$ cat config.mk
export PLATFORM = sky130hd
export DESIGN_NAME = ssc_change_dispenser_flat
export DESIGN_NICKNAME = d
export VERILOG_FILES = /design/src/rtl/ssc_change_dispenser_if.sv /design/src/rtl/ssc_change_dispenser.sv /design/src/flat_wrapper.sv
export SDC_FILE = /design/constraint.sdc
export NUM_CORES = 1
export LEC_CHECK = 0
export CORE_MARGIN = 3
export CORE_UTILIZATION = 50
export CTS_CLUSTER_DIAMETER = 120
export DETAILED_ROUTE_END_ITERATION = 6
export GPL_ROUTABILITY_DRIVEN = 0
export PLACE_DENSITY = 0.86
export SLEW_MARGIN = 40
export SYNTH_ARGS = -nofsm -noshare
export SYNTH_HDL_FRONTEND = slang
export SYNTH_SLANG_ARGS = --single-unit
$ cat constraint.sdc
create_clock -name clk -period 3.26 [get_ports clk]
set_input_delay 0.815 -clock clk [delete_from_list [all_inputs] [get_ports clk]]
set_output_delay 0.815 -clock clk [all_outputs]
set_load 0.01 [all_outputs]
$ cat src/rtl/ssc_change_dispenser_if.sv
// Change-dispenser handshake bundle: request in, coin stream out, completion.
// master = request/coin consumer side, slave = dispenser.
interface ssc_change_dispenser_if;
  logic       in_valid;
  logic [8:0] in_change;
  logic       in_ready;
  logic       coin_valid;
  logic [6:0] coin_value;
  logic       coin_ready;
  logic       done;
  logic [3:0] coin_cnt;

  modport master (
    output in_valid,
    output in_change,
    input  in_ready,
    input  coin_valid,
    input  coin_value,
    output coin_ready,
    input  done,
    input  coin_cnt
  );

  modport slave (
    input  in_valid,
    input  in_change,
    output in_ready,
    output coin_valid,
    output coin_value,
    input  coin_ready,
    output done,
    output coin_cnt
  );
endinterface

$ cat src/rtl/ssc_change_dispenser.sv
// Greedy change dispenser: accepts an amount, emits one coin per handshake
// (largest denomination not exceeding the remainder), then pulses done with
// the coin count for one cycle.
// Optional feature: define SSC_COIN100_EN to enable the 100 coin (top priority).
module ssc_change_dispenser (
  input  logic                   clk,
  input  logic                   rst_n,
  ssc_change_dispenser_if.slave  bus
);

  typedef enum logic [1:0] {
    IDLE = 2'd0,
    DISP = 2'd1,
    DONE = 2'd2
  } state_t;

  state_t     state, state_nxt;
  logic [8:0] remainder;
  logic [3:0] coin_cnt_q;
  logic [6:0] coin_sel;
  logic       accept;
  logic       coin_xfer;

  assign accept    = (state == IDLE) && bus.in_valid;
  assign coin_xfer = (state == DISP) && bus.coin_ready;

  // Greedy denomination pick from the current remainder; zero outside DISP
  always_comb begin
    coin_sel = '0;
    if (state == DISP) begin
`ifdef SSC_COIN100_EN
      if (remainder >= 9'd100)
        coin_sel = 7'd100;
      else
`endif
      if (remainder >= 9'd50)
        coin_sel = 7'd50;
      else if (remainder >= 9'd10)
        coin_sel = 7'd10;
      else if (remainder >= 9'd5)
        coin_sel = 7'd5;
      else if (remainder != 9'd0)
        coin_sel = 7'd1;
      else
        coin_sel = '0;
    end
  end

  // State register
  always_ff @(posedge clk or negedge rst_n) begin
    if (!rst_n)
      state <= IDLE;
    else
      state <= state_nxt;
  end

  // Next-state logic
  always_comb begin
    state_nxt = state;
    case (state)
      IDLE: begin
        if (bus.in_valid) begin
          if (bus.in_change != 9'd0)
            state_nxt = DISP;
          else
            state_nxt = DONE;
        end
      end
      DISP: begin
        if (bus.coin_ready && (remainder == {2'b00, coin_sel}))
          state_nxt = DONE;
      end
      DONE:    state_nxt = IDLE;
      default: state_nxt = IDLE;
    endcase
  end

  // Remainder and coin counter: load/clear on accept, update per coin handshake
  always_ff @(posedge clk or negedge rst_n) begin
    if (!rst_n) begin
      remainder  <= '0;
      coin_cnt_q <= '0;
    end else if (accept) begin
      remainder  <= bus.in_change;
      coin_cnt_q <= '0;
    end else if (coin_xfer) begin
      remainder  <= remainder - {2'b00, coin_sel};
      coin_cnt_q <= coin_cnt_q + 4'd1;
    end
  end

  // Output decode from state
  always_comb begin
    bus.in_ready   = (state == IDLE);
    bus.coin_valid = (state == DISP);
    bus.coin_value = coin_sel;
    bus.done       = (state == DONE);
    bus.coin_cnt   = (state == DONE) ? coin_cnt_q : '0;
  end

endmodule

$ cat src/flat_wrapper.sv
// flat-port wrapper written by rule: the top's interface ports become plain ports
module ssc_change_dispenser_flat 
  (clk, rst_n, bus_in_valid, bus_in_change, bus_in_ready, bus_coin_valid, bus_coin_value, bus_coin_ready, bus_done, bus_coin_cnt);
  ssc_change_dispenser_if bus_i ();
  input  logic clk;
  input  logic rst_n;
  input wire logic [$bits(bus_i.in_valid)-1:0] bus_in_valid;
  input wire logic [$bits(bus_i.in_change)-1:0] bus_in_change;
  output wire logic [$bits(bus_i.in_ready)-1:0] bus_in_ready;
  output wire logic [$bits(bus_i.coin_valid)-1:0] bus_coin_valid;
  output wire logic [$bits(bus_i.coin_value)-1:0] bus_coin_value;
  input wire logic [$bits(bus_i.coin_ready)-1:0] bus_coin_ready;
  output wire logic [$bits(bus_i.done)-1:0] bus_done;
  output wire logic [$bits(bus_i.coin_cnt)-1:0] bus_coin_cnt;
  assign bus_i.in_valid = bus_in_valid;
  assign bus_i.in_change = bus_in_change;
  assign bus_in_ready = bus_i.in_ready;
  assign bus_coin_valid = bus_i.coin_valid;
  assign bus_coin_value = bus_i.coin_value;
  assign bus_i.coin_ready = bus_coin_ready;
  assign bus_done = bus_i.done;
  assign bus_coin_cnt = bus_i.coin_cnt;
  ssc_change_dispenser u_core (.clk(clk), .rst_n(rst_n), .bus(bus_i));
endmodule
# ---- Yosys cells after proc, flatten, opt, wreduce, memory -nomap -nowiden
# Index checks and enable logic that the tools add are counted.
dict set report totals {
  latch_bits 0
  ramBits 0
  rom_bits 0
  memories 0
  word_cells 35
  out_inout_bits 14
  register_bits 15
}
dict set report classes {
  n_shift 0
  n_eq_ne 5
  mux 14
  bitwise 0
  reduce_logical 8
  add_sub_neg 2
  magnitude_cmp 3
  mul 0
  div_mod_pow 0
}
# cell count
set op_table {}
lappend op_table {{$mux 7} 4}
lappend op_table {{$mux 9} 2}
lappend op_table {{$reduce_bool 9->1} 2}
lappend op_table {{$mux 4} 3}
lappend op_table {{$eq 9x7->1} 1}
lappend op_table {{$ge 9x3->1 const B} 1}
lappend op_table {{$ge 9x4->1 const B} 1}
lappend op_table {{$ge 9x6->1 const B} 1}
lappend op_table {{$sub 9x7->9} 1}
lappend op_table {{$mux 2} 3}
lappend op_table {{$add 4x1->4 const B} 1}
lappend op_table {{$pmux 2 s2} 1}
lappend op_table {{$logic_and 1x1->1} 3}
lappend op_table {{$eq 2x1->1 const B} 1}
lappend op_table {{$eq 2x2->1 const B} 1}
lappend op_table {{$logic_not 2->1} 1}
lappend op_table {{$ne 2x1->1 const B} 1}
lappend op_table {{$ne 2x2->1 const B} 1}
lappend op_table {{$reduce_and 2->1} 1}
lappend op_table {{$reduce_bool 2->1} 1}
lappend op_table {{$mux 1} 1}

# ---- Longest topological paths before layout
# Gate-level depths: netlist (run 1).
dict set report logic_depth {
  word_depth 10
  depth_mapped 11
  mapped_depth_nobuf 11
}

# ---- Worst setup path before layout (run 1)
# OpenSTA, ideal clock, no wires.
dict set report synth_timing {
  path_type {reg-to-reg}
  from {reg u_core.remainder[7]}
  to {reg u_core.remainder[8]}
  setup_time_ns 0.123
  n_path_buf 0
  stages_incl_launch_ff 10
  t_arrival_ns 2.332
  setup_slack_ns 0.805
  path_cell_list {dfrtp_1 or3_1 o21ai_0 inv_1 fa_1 nor2b_1 o21ai_1 a211oi_2 mux2i_1 nand2_1}
}
# element line
set synth_lines {}
lappend synth_lines {{start: declaration} ssc_change_dispenser.sv:18} ;# logic [8:0] remainder;
lappend synth_lines {{start signal: assignment} ssc_change_dispenser.sv:84} ;# remainder <= bus.in_change;
lappend synth_lines {{start signal: assignment} ssc_change_dispenser.sv:87} ;# remainder <= remainder - {2'b00, coin_sel};
lappend synth_lines {{$ge 9x4->1} ssc_change_dispenser.sv:38} ;# else if (remainder >= 9'd10)
lappend synth_lines {{$mux 7} ssc_change_dispenser.sv:38}
lappend synth_lines {{$mux 7 (*)} ssc_change_dispenser.sv:36} ;# if (remainder >= 9'd50)
lappend synth_lines {{$mux 7 (*)} ssc_change_dispenser.sv:30} ;# if (state == DISP) begin
lappend synth_lines {{via bus_coin_value[1]} flat_wrapper.sv:11} ;# output wire logic [$bits(bus_i.coin_value)-1:0] bus_coin_value;
lappend synth_lines {{$sub 9x7->9 (*)} ssc_change_dispenser.sv:87}
lappend synth_lines {{$mux 9 (*)} ssc_change_dispenser.sv:86} ;# end else if (coin_xfer) begin
lappend synth_lines {{$mux 9 (*)} ssc_change_dispenser.sv:83} ;# end else if (accept) begin
# The timed path passes the listed nets; every way through them passes the cells marked *. The select of a mux whose other input is x is not followed.
# A chain may end at the register's enable or synchronous reset.

# ---- Final worst setup path (run 1)
dict set report layout_timing {
  from {reg u_core.remainder[7]}
  to {out bus_coin_value[2]}
}
dict set report layout_via {
  elab_chain_len 5
}
# element line
set layout_lines {}
lappend layout_lines {{$ge 9x3->1} ssc_change_dispenser.sv:40} ;# else if (remainder >= 9'd5)
lappend layout_lines {{$mux 7} ssc_change_dispenser.sv:40}
lappend layout_lines {{$mux 7} ssc_change_dispenser.sv:38}
lappend layout_lines {{$mux 7 (*)} ssc_change_dispenser.sv:36}
lappend layout_lines {{$mux 7 (*)} ssc_change_dispenser.sv:30}
lappend layout_lines {{end: declaration} flat_wrapper.sv:11}
# Every way passes the cells marked *; elsewhere a longest branch is shown, timed or not.

==> results of run 1 <==
==> metal layers <==
| metal | track usage | wire length, um |
|---|---|---|
| met1 | 0.2985 | 1215 |
| met2 | 0.3701 | 1446 |
| met3 | 0.05995 | 276 |
| met4 | 0.08714 | 45 |
| met5 | 0 | 0 |
==> kinds of logic after synthesis <==
family / Yosys count / synth area share
XOR/XNOR: 3 / 0.02199
buffers and inverters: 13 / 0.06178
adder cells (fa/ha/maj): 8 / 0.09005
other: 1 / 0.003138
multiplexers: 2 / 0.01675
flip-flops: 15 / 0.3141
AO/OA/AOI/OAI: 30 / 0.1979
AND/OR/NAND/NOR: 61 / 0.2942
==> how the worst max path moves through the flow <==
stage,start,endpoint,slack (ns),cells past startpoint
after global routing,u_core.remainder[7]$_DFFE_PN0P_,bus_coin_value[1],0.17,4
after detailed placement,u_core.remainder[7]$_DFFE_PN0P_,u_core.remainder[8]$_DFFE_PN0P_,0.64,9
after floorplan,u_core.remainder[7]$_DFFE_PN0P_,u_core.remainder[8]$_DFFE_PN0P_,0.80,9
after global placement,u_core.remainder[7]$_DFFE_PN0P_,u_core.remainder[8]$_DFFE_PN0P_,0.72,9
after CTS,u_core.remainder[1]$_DFFE_PN0P_,bus_coin_value[3],0.37,4
final,u_core.remainder[7]$_DFFE_PN0P_,bus_coin_value[2],0.36,5
==> final cells by class <==
cell class                 instances  area [um^2]  share of cell area
tap                               28        35.03             0.02383
timing repair buffer              25        250.2              0.1702
clock inverter                     1        5.005            0.003404
sequential                        15        375.4              0.2553
multi-input combinational        105        745.7              0.5072
inverter                           9        36.28             0.02468
clock buffer                       3        22.52             0.01532
==> worst register-to-register path: cells and delay by family (launching register included) <==
family / cells / cell delay, ns
compound gates: 3 / 0.67
mux: 1 / 0.22
flops: 1 / 0.45
simple gates: 3 / 0.67
fa+ha+maj: 1 / 0.44
buf+inv: 1 / 0.12
==> placed cells by master (no fill, tap or decap), types with 2 or more instances in the layout <==
master	instances
a221o_1	5
a22oi_1	2
and2_1	4
and2_4	2
clkbuf_4	3
clkdlybuf4s50_1	25
dfrtp_1	15
ha_1	7
inv_1	8
mux2i_1	2
nand2_1	12
nand3_1	3
nand4_1	2
nor2_1	14
nor2b_1	3
nor3_1	6
nor4_1	4
o21a_1	3
o21ai_0	5
o21ai_1	4
or3_1	2
xor2_1	2
==> power breakdown <==
part           switching [mW]  internal (mW)
clock                  0.0692         0.0458
sequential              0.118          0.273
combinational           0.527          0.484
total                   0.714          0.803
==> sequential cells by signal, indices dropped and copies added (netlist names) <==
name,flops
u_core.coin_cnt_q,4
u_core.remainder,9
u_core.state,2
==> out/metrics.csv, run 1 <==
metric,value,unit
PD cells,1032,mW/mm^2
WP buf/inv,2,
initial core utilization,0.5350,
CTS Sinks,15,
ys flop type,dfrtp_1,
relative slew slack,0.5180,
nets,180,
Hold Path Origin,u_core.state[1]$_DFFE_PN0P_,
Num CTS Buffers,3,
# diodes,0,
CORE AREA,0.002233,mm^2
RSZ-0062 raised after global routing,false,
FMAX,0.3448,GHz
Worst Hold Path EP,u_core.state[1]$_DFFE_PN0P_,
placed cells,182,
maxcap violations,0,
skew final,0.003368,ns
"Area growth, synth to finish",23.04,%
"Setup violations, final",0,
fin crit share,0.8897,
GRT overflow,0,
Root Buffer,clkbuf_4,
total negative slack,0,ns
FP Rows,17,
Reg2Reg Depth,9,
WL per Instance,16.04,um
synth unique cells,46,
#FFs+latches synth,15,
post-CTS sizing,0,
reg2reg start,u_core.remainder[7]$_DFFE_PN0P_,
CP Data Required Time,2.44,ns
Die Ht,54.89,um
vias,1137,
post-synthesis sequential area ratio,0.3141,
layout cells sized above 1,0.09494,
Post-CTS Hold Fix Bufs,0,
Final ANT Viol Nets,0,
final wirelength,2.983,mm
IO Count,27,
Pwr Total,1.517,mW
critical path launch point type,register,
"CP delay by family, top",buffers and inverters,
Post-synth EDFFs,0,
top cell type's share of synthesized area,0.3141,
# H-tree levels,1,
CTS tree,yes,
"Cell Area, Placed",0.001443,mm^2
Die X,54.89,um
P_leak,0.6337,nW
crit-path max cell delay,0.52,ns
asr flop ratio synth,1.000,
crit path cell chain,nor3_1 -> nand2_1 -> a211o_1 -> inv_1 -> clkdlybuf4s50_1,
clock-pin slew on the worst setup and hold paths,0.10,ns
VDD IR max,0.0009363,V
slowest CP cell,clkdlybuf4s50_1,
final core occ,0.6583,
first-pass GRT wire length,4.919,mm
Synth Area per Inst,8.984,um^2
DRT Pass-1 Iters,4,
max-slew violation count,0,
Slew @ Worst Pin,0.7208,ns
Synth warnings,0,
WHS Path Cells,1,
"top cells by area, synth","dfrtp_1 (31%), ha_1 (7.3%), nor2_1 (4.4%)",
Post-Syn Instances,133,
top-count cell post-synth,dfrtp_1,
die area,0.003012,mm^2
endpoints failing hold,0,
DRC viols,0,
Fill cells,193,
Clock Latency Late Sink,0.30,ns
initial antenna violation count,0,
status,finished clean,
syn nets,154,
vias per inst,6.113,
kind of critical path,reg -> out,
Iter 0 DRT Violations,28,
input/output buffers,25,
RR Endpoint,u_core.remainder[8]$_DFFE_PN0P_,
synthesized area,0.001195,mm^2
GRT Util Overall,0.2326,
post-detail-place hpwl,2.293,mm
Worst Path Arrival,2.09,ns
maximum clock path buffer count,2,
Setup WS pre-CTS,0.6367,ns
Commonest cells post-synth,"dfrtp_1 (15), nor2_1 (14), nand2_1 (12), inv_1 (8), ha_1 (7)",
"area leader, netlist",dfrtp_1,
worst hold path type,reg -> reg,
Reg2Reg Setup Slack,0.59,ns
worst hold margin,0.4981,ns
# Post-CTS Setup Buffers,0,
Setup WS post-layout,0.3594,ns
vias in the first global route,1070,
Final Cell Area,0.001470,mm^2
endpoint type of the worst setup path,output pin,
largest net degree at the start of global routing,16,
CP Max Fanout,6,
crit path time final,2.901,ns
Finished Layout Cells,186,
(Power assumes the default switching activity.)
==> run 2: changes to the inputs <==
- ABC_AREA: unset -> 1
- CORE_UTILIZATION: 50 -> 51
- PLACE_DENSITY: 0.86 -> 0.85
==> run 2 against run 1 <==
Register-to-register slack improved by 0.19 ns; worst hold slack improved by 0.074 ns; combinational power is 29% higher; global-route usage shrank 3.2 points; fmax is 2.1% higher; power rose by 16%; utilization decreased by 0.26 points; cell area rose by 11%; critical endpoint is now bus_coin_value[0].
==> out/metrics.csv, run 2 <==
metric,value,unit
status,finished clean,
Reg2Reg Depth,16,
input/output buffers,25,
Clock Latency Late Sink,0.29,ns
vias per inst,5.065,
WHS Path Cells,2,
endpoints failing hold,0,
Reg2Reg Setup Slack,0.78,ns
clock-pin slew on the worst setup and hold paths,0.09,ns
# Post-CTS Setup Buffers,0,
Post-Syn Instances,190,
Largest Register,u_core.remainder,
switching power,908.5,uW
GRT overflow,0,
DRC viols,0,
max FFs per register,9,
CP Data Required Time,2.44,ns
first-pass GRT wire length,5.112,mm
slowest CP cell,clkdlybuf4s50_1,
Synth Area per Inst,7.125,um^2
Setup WS pre-CTS,0.7580,ns
"top cells by area, synth","dfrtp_1 (28%), nand2_1 (12%), inv_1 (8.3%)",
WL per Instance,12.28,um
skew final,0.003236,ns
layout cells sized above 1,0.1574,
Final ANT Viol Nets,0,
"area leader, netlist",dfrtp_1,
register share of total power,0.199,
final wirelength,3.020,mm
crit path cell chain,inv_2 -> nand2_2 -> nor2_4 -> nand2_1 -> nor2_2 -> nand2_1 -> nor2_1 -> clkdlybuf4s50_1,
CORE AREA,0.002500,mm^2
"Setup violations, final",0,
sw frac,0.5161,
largest net degree at the start of global routing,16,
"commonest non-fill, non-tap cell in the layout",nand2_1,
maxcap violations,0,
syn nets,211,
post-CTS sizing,0,
Die Ht,57.52,um
RSZ-0062 raised after global routing,false,
initial antenna violation count,0,
Slew @ Worst Pin,0.7083,ns
CP Max Fanout,5,
VDD IR max,0.0007404,V
Num CTS Buffers,3,
PD cells,1074,mW/mm^2
GRT Util Overall,0.2002,
FMAX,0.3519,GHz
CTS Sinks,15,
DRT Pass-1 Iters,4,
asr flop ratio synth,1.000,
synth unique cells,35,
reg2reg start,u_core.remainder[6]$_DFFE_PN0P_,
crit path time final,2.842,ns
IO Count,27,
Clock Power Share,0.063,
kind of critical path,reg -> out,
endpoint type of the worst setup path,output pin,
maximum clock path buffer count,2,
Iter 0 DRT Violations,40,
total negative slack,0,ns
biggest regs,"u_core.remainder: 9 flops, u_core.coin_cnt_q: 4 flops, u_core.state: 2 flops",
#FFs+latches synth,15,
post-synthesis sequential area ratio,0.2773,
# H-tree levels,1,
"commonest cells after routing, fill and taps aside","nand2_1 (45), inv_1 (30), clkdlybuf4s50_1 (25), nor2_1 (20), nand3_1 (17)",
Root Buffer,clkbuf_4,
worst hold path type,reg -> reg,
die area,0.003309,mm^2
Commonest cells post-synth,"nand2_1 (45), inv_1 (30), nor2_1 (20), nand3_1 (17), dfrtp_1 (15)",
fin crit share,0.8717,
crit-path max cell delay,0.55,ns
Die X,57.52,um
FP Rows,18,
CTS tree,yes,
Post-CTS Hold Fix Bufs,0,
Post-synth EDFFs,0,
# diodes,0,
relative slew slack,0.5263,
nets,238,
Setup WS post-layout,0.4181,ns
top cell type's share of synthesized area,0.2773,
post-detail-place hpwl,2.422,mm
synthesized area,0.001354,mm^2
ys flop type,dfrtp_1,
vias in the first global route,1199,
top-count cell post-synth,nand2_1,
Worst Path Arrival,2.03,ns
"Area growth, synth to finish",21.07,%
combinational share of power,0.738,
Critical Path Source,u_core.remainder[6]$_DFFE_PN0P_,
Fill cells,220,
initial core utilization,0.5415,
CP most frequent cell,nand2_1,
critical path launch point type,register,
worst hold margin,0.5716,ns
vias,1246,
P_int,851.8,uW
Synth warnings,0,
P_leak,0.8114,nW
max-slew violation count,0,
Hold Path Origin,u_core.remainder[3]$_DFFE_PN0P_,
-- run 2: final cells by class --
class,instances,area (um^2),share of cell area
Multi-Input combinational cell,131,787.0,0.4802
Sequential cell,15,375.4,0.2290
Timing Repair Buffer,25,250.2,0.1527
Inverter,41,161.4,0.09847
Tap cell,30,37.54,0.02290
Clock buffer,3,22.52,0.01374
Clock inverter,1,5.005,0.003053
-- run 2: cell families after synthesis --
group | Yosys count | synth area share
buf+inv | 44 | 0.1414
compound gates | 18 | 0.1072
flops | 15 | 0.2773
fa+ha+maj | 8 | 0.07948
simple gates | 102 | 0.3789
other cells | 1 | 0.002770
xor+xnor | 2 | 0.01294
-- run 2: worst paths after layout --
kind | to
max in group asynchronous | u_core.remainder[2]$_DFFE_PN0P_
worst max register to register | u_core.remainder[6]$_DFFE_PN0P_
worst min-delay path | u_core.remainder[3]$_DFFE_PN0P_
min in group asynchronous | u_core.coin_cnt_q[0]$_DFFE_PN0P_
worst min register to register | u_core.remainder[3]$_DFFE_PN0P_
worst max-delay path | bus_coin_value[0]
-- run 2: per-layer routing --
metal | vias to the layer above | GRT usage | share of wire
met5 | - | 0 | 0
li1 | 650 | - | -
met1 | 558 | 0.2630 | 0.48
met4 | 0 | 0.09272 | 0.027
met2 | 30 | 0.3226 | 0.45
met3 | 8 | 0.02941 | 0.044
-- run 2: critical path, delay by kind of cell (launching register included) --
family                 cells  cell delay [ns]
DFF                        1             0.41
buffers and inverters      2             0.66
and+or+nand+nor            6             0.66
-- run 2: power by group through the flow --
stage          clock, mW  sequential, mW  combinational, mW
2_1_floorplan          0           0.335               1.00
3_3_place_gp           0           0.349               1.27
6_report           0.111           0.350               1.30
4_1_cts            0.110           0.347               1.30
3_5_place_dp           0           0.352               1.30
5_1_grt            0.119           0.360               1.48
-- run 2: stage by stage --
stage	cell area (um^2)	cells	util	power (mW)
after global routing	1639	246	0.6557	1.956
after detailed placement	1612	242	0.6446	1.650
after global placement	1612	242	0.6446	1.618
after CTS	1639	246	0.6557	1.760
final	1639	246	0.6557	1.760
after floorplan	1354	190	-	1.339
==> run 3: changes to the inputs <==
- PLACE_DENSITY: 0.85 -> 0.79
==> run 3 against run 2 <==
Count of clock-buffer cells in the layout did not move; power rose by 1.1%; critical path depth is the same; clock power hardly changed; cell count did not move; first-iteration DRC count is 57% higher; utilization is the same; setup slack got worse by 0.030 ns; cell area unchanged; wire length is 6.8% higher; clock skew up 0.00068 ns.
==> out/metrics.csv, run 3 (synthesis results as in run 2) <==
metric,value,unit
CTS tree,yes,
area occupied by multi-input gates,787.0,um^2
GRT overflow,0,
vias in the first global route,1277,
Hold Path Origin,u_core.coin_cnt_q[3]$_DFFE_PN0P_,
Root Buffer,clkbuf_4,
fin crit share,0.8811,
Slew @ Worst Pin,0.7308,ns
post-detail-place hpwl,2.589,mm
combinational share of power,0.741,
RSZ-0062 raised after global routing,false,
final wirelength,3.224,mm
"commonest cells after routing, fill and taps aside","nand2_1 (45), inv_1 (30), clkdlybuf4s50_1 (25), nor2_1 (20), nand3_1 (17)",
crit path time final,2.872,ns
PD cells,1086,mW/mm^2
maxcap violations,0,
total negative slack,0,ns
input/output buffers,25,
register share of total power,0.197,
WHS Path Cells,2,
VDD IR max,0.0007406,V
RR Endpoint,u_core.remainder[6]$_DFFE_PN0P_,
final core occ,0.6557,
critical path launch point type,register,
CTS Sinks,15,
CP Data Required Time,2.44,ns
endpoint type of the worst setup path,output pin,
slowest CP cell,clkdlybuf4s50_1,
WL per Instance,13.11,um
P_int,851.8,uW
FMAX,0.3482,GHz
crit-path max cell delay,0.55,ns
P_leak,0.8114,nW
endpoints failing hold,0,
kind of critical path,reg -> out,
max FFs per register,9,
max-slew violation count,0,
biggest regs,"u_core.remainder: 9 flops, u_core.coin_cnt_q: 4 flops, u_core.state: 2 flops",
# diodes,0,
initial antenna violation count,0,
# H-tree levels,1,
worst hold path type,reg -> reg,
largest net degree at the start of global routing,16,
Die X,57.52,um
die area,0.003309,mm^2
nets,238,
vias per inst,5.236,
Die Ht,57.52,um
Largest Register,u_core.remainder,
relative slew slack,0.5113,
CORE AREA,0.002500,mm^2
clock-pin slew on the worst setup and hold paths,0.10,ns
"Area growth, synth to finish",21.07,%
IO Count,27,
Worst Hold Path EP,u_core.coin_cnt_q[3]$_DFFE_PN0P_,
GRT Util Overall,0.2098,
Iter 0 DRT Violations,63,
Fill cells,220,
CP most frequent cell,nand2_1,
sequential cell area,375.4,um^2
switching power,927.6,uW
initial core utilization,0.5415,
# Post-CTS Setup Buffers,0,
Num CTS Buffers,3,
post-CTS sizing,0,
crit path cell chain,inv_1 -> nand2_2 -> nor2_4 -> nand2_1 -> nor2_2 -> nand2_1 -> nor2_1 -> clkdlybuf4s50_1,
Post-CTS Hold Fix Bufs,0,
first-pass GRT wire length,5.430,mm
"commonest non-fill, non-tap cell in the layout",nand2_1,
skew final,0.003919,ns
DRT Pass-1 Iters,4,
Reg2Reg Setup Slack,0.75,ns
Worst Path Arrival,2.06,ns
DRC viols,0,
reg2reg start,u_core.remainder[7]$_DFFE_PN0P_,
Reg2Reg Depth,16,
"Setup violations, final",0,
Clock Power Share,0.062,
maximum clock path buffer count,2,
sw frac,0.5213,
status,finished clean,
Final ANT Viol Nets,0,
vias,1288,
Clock Latency Late Sink,0.29,ns
CP Max Fanout,4,
worst hold margin,0.5513,ns
FP Rows,18,
layout cells sized above 1,0.1574,
==> run 3: cell counts in the layout (fill, tap and decap cells not counted) <==
Identical to the previous run, type by type.
==> run 3: worst max-delay path, delay by kind of cell, from the launching register on <==
kind                   cells  cell delay, ns
buffers and inverters      2            0.68
AND/OR/NAND/NOR            6            0.71
flip-flops                 1            0.39
==> run 3: worst max-delay path by stage <==
stage / slack, ns / start / depth (start not counted) / endpoint
final: 0.39 / u_core.remainder[7]$_DFFE_PN0P_ / 8 / bus_coin_value[0]
after detailed placement: 0.72 / u_core.remainder[7]$_DFFE_PN0P_ / 8 / bus_coin_value[0]
after CTS: 0.41 / u_core.remainder[7]$_DFFE_PN0P_ / 8 / bus_coin_value[0]
after global placement: 0.81 / u_core.remainder[7]$_DFFE_PN0P_ / 8 / bus_coin_value[0]
after global routing: 0.26 / u_core.remainder[7]$_DFFE_PN0P_ / 8 / bus_coin_value[0]
after floorplan: 1.01 / u_core.state[1]$_DFFE_PN0P_ / 14 / u_core.remainder[8]$_DFFE_PN0P_
==> run 3: through the flow <==
stage                     std cells  instance area (um^2)  worst slack, ns  total power [mW]
after floorplan                 190                  1354            1.006             1.339
after global placement          242                  1612           0.8119             1.606
after detailed placement        242                  1612           0.7249             1.660
after CTS                       246                  1639           0.4059             1.775
after global routing            246                  1639           0.2639             1.960
final                           246                  1639           0.3877             1.779
==> run 3: layout make-up <==
cell class | instances | share of cell area
clock buffer | 3 | 0.01374
tap | 30 | 0.02290
timing repair buffer | 25 | 0.1527
clock inverter | 1 | 0.003053
multi-input combinational | 131 | 0.4802
sequential | 15 | 0.2290
inverter | 41 | 0.09847
==> run 3: routing by layer <==
| layer | wire [um] | up-vias | GRT usage |
|---|---|---|---|
| met2 | 1572 | 45 | 0.3500 |
| met5 | 0 | - | 0 |
| met3 | 171 | 6 | 0.03167 |
| met4 | 40 | 0 | 0.09272 |
| li1 | - | 647 | - |
| met1 | 1439 | 590 | 0.2665 |
==> run 3: power by group through the flow <==
| stage | clock network, mW | logic, mW | registers, mW |
|---|---|---|---|
| 6_report | 0.110 | 1.32 | 0.351 |
| 5_1_grt | 0.119 | 1.48 | 0.358 |
| 4_1_cts | 0.111 | 1.32 | 0.348 |
| 3_5_place_dp | 0 | 1.31 | 0.352 |
| 3_3_place_gp | 0 | 1.26 | 0.349 |
| 2_1_floorplan | 0 | 1.00 | 0.335 |
